$ cat config.mk
export PLATFORM = sky130hd
export DESIGN_NAME = mul_sequencer
export DESIGN_NICKNAME = d
export VERILOG_FILES = /design/src/rtl/mul_seq_pkg.sv /design/src/rtl/mul_sequencer_booth_decode.sv /design/src/rtl/mul_sequencer.sv
export SDC_FILE = /design/constraint.sdc
export NUM_CORES = 1
export LEC_CHECK = 0
export BUFFER_PORTS_ARGS = -buffer_cell sky130_fd_sc_hd__buf_4
export CORE_ASPECT_RATIO = 1.4
export CORE_UTILIZATION = 55
export DETAILED_ROUTE_END_ITERATION = 6
export PLACE_DENSITY = 0.83
export SYNTH_ARGS = -nofsm -noshare
export SYNTH_HDL_FRONTEND = slang
export SYNTH_HIERARCHICAL = 1
export SYNTH_SLANG_ARGS = --single-unit
$ cat constraint.sdc
create_clock -name clk -period 4.05 [get_ports clk]
set_input_delay 0.81 -clock clk [delete_from_list [all_inputs] [get_ports clk]]
set_output_delay 0.81 -clock clk [all_outputs]
set_load 0.03 [all_outputs]
$ cat src/rtl/mul_seq_pkg.sv
// Shared types for the Booth multiply sequencer: FSM states, Booth pair operations
// and the default operand width.
package mul_seq_pkg;

    localparam int DEFAULT_WIDTH = 8;

    typedef enum logic [1:0] {
        ST_IDLE,
        ST_ADD,
        ST_SHIFT,
        ST_DONE
    } state_e;

    typedef enum logic [1:0] {
        BOOTH_NOP,
        BOOTH_ADD_M,
        BOOTH_SUB_M
    } booth_op_e;

    // Radix-2 Booth recoding of the pair {Q[0], Q_1}.
    function automatic booth_op_e booth_op_of(input logic q0, input logic q_1);
        case ({q0, q_1})
            2'b01:   return BOOTH_ADD_M;
            2'b10:   return BOOTH_SUB_M;
            default: return BOOTH_NOP;
        endcase
    endfunction

endpackage

$ cat src/rtl/mul_sequencer_booth_decode.sv
// Booth pair decoder: turns {Q[0], Q_1} into the operation plus the external adder's
// B operand and carry-in.
module booth_decode
    import mul_seq_pkg::*;
#(
    parameter int W = DEFAULT_WIDTH + 1
) (
    input  logic         q0,
    input  logic         q_1,
    input  logic [W-1:0] m,
    output booth_op_e    op,
    output logic [W-1:0] add_b,
    output logic         add_cin
);

    always_comb begin
        op      = booth_op_of(q0, q_1);
        add_b   = '0;
        add_cin = 1'b0;
        case (op)
            BOOTH_ADD_M: add_b = m;
            // A - M is formed as A + ~M + 1 so the one external adder serves both cases.
            BOOTH_SUB_M: begin
                add_b   = ~m;
                add_cin = 1'b1;
            end
            default: ;
        endcase
    end

endmodule

$ cat src/rtl/mul_sequencer.sv
// Sequential radix-2 Booth multiplier that borrows an external parallel adder.
// Define MUL_SEQ_SKIP_EN to fold the shift into ADD cycles whose Booth pair needs no add.
module mul_sequencer
    import mul_seq_pkg::*;
#(
    parameter int WIDTH = DEFAULT_WIDTH
) (
    input  logic               clk,
    input  logic               rst,
    input  logic               start,
    input  logic [WIDTH-1:0]   op_a,
    input  logic [WIDTH-1:0]   op_b,
    output logic               busy,
    output logic               done,
    output logic [2*WIDTH-1:0] product,
    output logic [WIDTH:0]     add_a,
    output logic [WIDTH:0]     add_b,
    output logic               add_cin,
    input  logic [WIDTH:0]     add_sum
);

    localparam int CW = $clog2(WIDTH) + 1;

    state_e             state_q, state_d;
    logic [WIDTH:0]     a_q, a_d;
    logic [WIDTH:0]     m_q, m_d;
    logic [WIDTH-1:0]   q_q, q_d;
    logic               q1_q, q1_d;
    logic [CW-1:0]      count_q, count_d;
    logic               busy_q, busy_d;
    logic               done_q, done_d;
    logic [2*WIDTH-1:0] product_q, product_d;

    booth_op_e          booth_op;
    logic [WIDTH:0]     dec_b;
    logic               dec_cin;
    logic               add_active;
    logic               do_shift;
    logic               last_iter;
    logic [WIDTH:0]     sh_a;
    logic [WIDTH-1:0]   sh_q;

    booth_decode #(.W(WIDTH + 1)) u_booth_decode (
        .q0      (q_q[0]),
        .q_1     (q1_q),
        .m       (m_q),
        .op      (booth_op),
        .add_b   (dec_b),
        .add_cin (dec_cin)
    );

    // The adder bus is quiet unless an ADD cycle actually needs an add or subtract.
    always_comb begin
        add_active = (state_q == ST_ADD) && (booth_op != BOOTH_NOP);
        add_a      = add_active ? a_q   : '0;
        add_b      = add_active ? dec_b : '0;
        add_cin    = add_active & dec_cin;
    end

    always_comb begin
`ifdef MUL_SEQ_SKIP_EN
        do_shift  = (state_q == ST_SHIFT) ||
                    ((state_q == ST_ADD) && (booth_op == BOOTH_NOP));
`else
        do_shift  = (state_q == ST_SHIFT);
`endif
        sh_a      = {a_q[WIDTH], a_q[WIDTH:1]};
        sh_q      = {a_q[0], q_q[WIDTH-1:1]};
        last_iter = (count_q == CW'(WIDTH - 1));
    end

    always_comb begin
        // NOTE: every _d starts from its _q (done from 0) so no path leaves a variable unassigned and infers a latch.
        state_d   = state_q;
        a_d       = a_q;
        m_d       = m_q;
        q_d       = q_q;
        q1_d      = q1_q;
        count_d   = count_q;
        busy_d    = busy_q;
        done_d    = 1'b0;
        product_d = product_q;

        case (state_q)
            ST_IDLE: begin
                if (start) begin
                    a_d     = '0;
                    m_d     = {op_a[WIDTH-1], op_a};
                    q_d     = op_b;
                    q1_d    = 1'b0;
                    count_d = '0;
                    busy_d  = 1'b1;
                    state_d = ST_ADD;
                end
            end
            ST_ADD: begin
                if (booth_op != BOOTH_NOP) begin
                    a_d = add_sum;
                end
                state_d = ST_SHIFT;
            end
            ST_DONE: state_d = ST_IDLE;
            default: ;
        endcase

        // Arithmetic right shift of {A,Q,Q_1}; in skip mode this also overrides a NOP ADD.
        if (do_shift) begin
            a_d     = sh_a;
            q_d     = sh_q;
            q1_d    = q_q[0];
            count_d = count_q + CW'(1);
            if (last_iter) begin
                state_d   = ST_DONE;
                busy_d    = 1'b0;
                done_d    = 1'b1;
                product_d = {sh_a[WIDTH-1:0], sh_q};
            end else begin
                state_d = ST_ADD;
            end
        end
    end

    // NOTE: flops use <= so each one samples pre-edge values no matter the statement order.
    always_ff @(posedge clk) begin
        if (rst) begin
            state_q   <= ST_IDLE;
            a_q       <= '0;
            m_q       <= '0;
            q_q       <= '0;
            q1_q      <= 1'b0;
            count_q   <= '0;
            busy_q    <= 1'b0;
            done_q    <= 1'b0;
            product_q <= '0;
        end else begin
            state_q   <= state_d;
            a_q       <= a_d;
            m_q       <= m_d;
            q_q       <= q_d;
            q1_q      <= q1_d;
            count_q   <= count_d;
            busy_q    <= busy_d;
            done_q    <= done_d;
            product_q <= product_d;
        end
    end

    assign busy    = busy_q;
    assign done    = done_q;
    assign product = product_q;

endmodule

==> impl_results.md <==
- TritonRoute pass-1 iters: 6
- Leading area contributor after synthesis: dfxtp_1
- Fraction of layout cells with a size suffix above 1: 0.2832
- Routed wire length: 4.811 mm
- Syn nets: 267
- Later-pin clock latency in the skew report: 0.30 ns
- Vias in the first global route: 1,767
- Post-CTS Repair Setup Buffers: 0
- Arrival @ worst endpoint: roughly 2.1 ns
- Status: finished, violations left
- Drt drc: 16
- Port Buffer Count: 64
- Worst-path clk slew: 0.09 ns
- Via-per-instance ratio: approximately 5.7
- Predominant post-synthesis flop cell: dfxtp_1
- Cells after synthesis: 238
- Clock Tree Root: clkbuf_8
- Met1 Usage GRT: 0.2813
- Tightest Pin Transition: 1.005 ns
- First-pass GRT wire length: 8.128 mm
- Fin nets: 314
- Die area: 4480 um2
- Post-Route Skew: 0.01061 ns
- Ports: between 60 and 70
- Initial antenna violation count: 0
- Finish-stage setup viols: 0
- GP Congestion: 0.7016
- Area Growth Syn to Fin: 20.41%
- Crit Path Category: flop to output port
- Post-DR wirelength/cell: around 15 um
- Post-route ant nets: 0
- Hold/Removal Path Class: flop to flop
- Core Area: 3986 um2
- Synth area leaders: dfxtp_1 43%, mux2i_1 7.8%, a22o_1 6.0%
- Post-cts sizing count: 0
- Layout fillers: approximately 340
- Clock H-tree levels: 2
- Critical Path RT: 3.24 ns
- Max-slew violations: 0
- Distinct cell type count after synthesis: 36
- Final core utilization: 0.6999
- Post-Syn Area: approximately 2300 um2
- Minimum clock period: 2.939 ns
- Critical path endpoint category: output port
- Worst Setup Start Kind: flop
- RSZ-0062 raised after global routing: no
- Vias: ~1,900
- N_diodes: 0
- Final setup TNS: 0 ns
- Failing checks: DRC
- Std cell rows: 27
- Initial Util: 0.5813
- Synthesized flop and latch total: 50
- CTS tree: done
- Final period utilization: 0.7258
- Worst vdd ir: between 200 and 300 uV
- Grt met3 use: 0.04723
- Post-synth ARST share: 0
- Die Ht: just under 80 um
- Clk sinks: 50
- Fin. Hold Viols: 0
- Hold buffer count at CTS: 0
- Max transition margin: 0.3273
- Met2 track demand over resource: 0.3917
- Grt ovf: 0
- All-Layer GR Usage: 0.2290
- Max-cap viol count: 0
- Largest net degree at the start of global routing: 34
- Warnings, synthesis: 6
- Number of flops mapped to enable cells by yosys: 0
- Highest clock rate: 340.2 MHz
- CTS buffer count: 5
- Top-area cell type share of the netlist area: 0.4320
- Static leakage: 0.001233 uW
- Critical path peak fanout: 28
- Power Dens Cells: 348.7 nW/um2
- Layer with the highest usage: met2
- Avg Cell Area, Syn: just under 10 um2
- Clk buf depth: 2
- DRT iter0 DRCs: 100
- Register area share after synthesis: 0.4320
- Die width: 56.86 um
- Post-DP HPWL: 3.375 mm
## placed cells by master, fill, tap and decap left out, types with 9 or more instances in the layout
| cell | synthesis | layout |
|---|---|---|
| a22o_1 | 16 | 16 |
| buf_4 | 5 | 65 |
| dfxtp_1 | 50 | 50 |
| a21oi_1 | 11 | 11 |
| nand2b_1 | 11 | 11 |
| a22oi_1 | 10 | 10 |
| nor3_1 | 9 | 9 |
| a211oi_1 | 16 | 16 |
| and3_1 | 18 | 18 |
| mux2i_1 | 18 | 18 |
| nor2_1 | 21 | 21 |
## cells by family (layout without fill, tap and decap cells)
logic type | Yosys count | after routing | synth area share
mux | 18 | 18 | 0.07775
fa+ha+maj | 1 | 1 | 0.005399
compound gates | 63 | 63 | 0.2117
buf+inv | 29 | 77 | 0.07829
flops | 50 | 50 | 0.4320
simple gates | 77 | 77 | 0.1949
## final timing paths
path	endpoint	depth (start not counted)	start	slack, ns
worst max-delay path	add_a[0]	5	q_q[0]	1.11
worst min-delay path	busy	1	busy	0.47
worst max register to register	product[13]	3	state_q[1]	1.89
worst min register to register	busy	1	busy	0.47
## stage by stage
step	power, uW	hold WS [ns]	setup WS [ns]	std cells	cell area [um2]
after floorplan	653.2	0.4497	1.702	238	2317
after global placement	684.9	0.4595	1.519	321	2695
after detailed placement	688.3	0.4565	1.482	321	2695
after CTS	975.9	0.4768	1.139	329	2790
after global routing	1015	0.5039	0.9435	329	2790
final	972.8	0.4743	1.111	329	2790
## where the power goes
group	switching (uW)	internal [uW]
clock	158	137
combinational	73.3	64.5
sequential	24.0	515
## metal layers
metal / part of all wire / vias to the layer above
met3: 0.056 / 5
met4: 0.013 / 0
li1: - / 953
met2: 0.49 / 58
met5: 0 / -
met1: 0.44 / 871
## critical path, stage by stage (launching register included)
cell and delay (ns):
dfxtp_1 0.39, nand2b_1 0.32, inv_1 0.09, or2_1 0.52
and3_1 0.34, buf_4 0.17
## registers in the layout, indices dropped and copies added (netlist names)
register,cells
product,16
a_q,9
m_q,8
q_q,8
count_q,4
state_q,2
busy,1
done,1
q1_q,1
## final cells by class
| cell class | count | area, um2 | share of cell area |
|---|---|---|---|
| inverter | 4 | 15.01 | 0.005381 |
| sequential | 50 | 1001 | 0.3587 |
| timing repair buffer | 65 | 488.0 | 0.1749 |
| multi-input combinational | 159 | 1137 | 0.4076 |
| tap | 43 | 53.80 | 0.01928 |
| clock buffer | 6 | 82.58 | 0.02960 |
| clock inverter | 2 | 12.51 | 0.004484 |
## cells in the mapped netlist, types with 2 or more instances
cell type and instances:
a22o_1 16, inv_1 4, buf_6 6, nor2_1 21
buf_4 5, o21ai_0 2, or3_1 2, a211oi_1 16
buf_2 6, mux2i_1 18, dfxtp_1 50, or3b_1 8
nand2b_1 11, and3_1 18, nor3_1 9, a22oi_1 10
clkbuf_1 7, a21oi_1 11
Power figures use the tool's default switching activity.
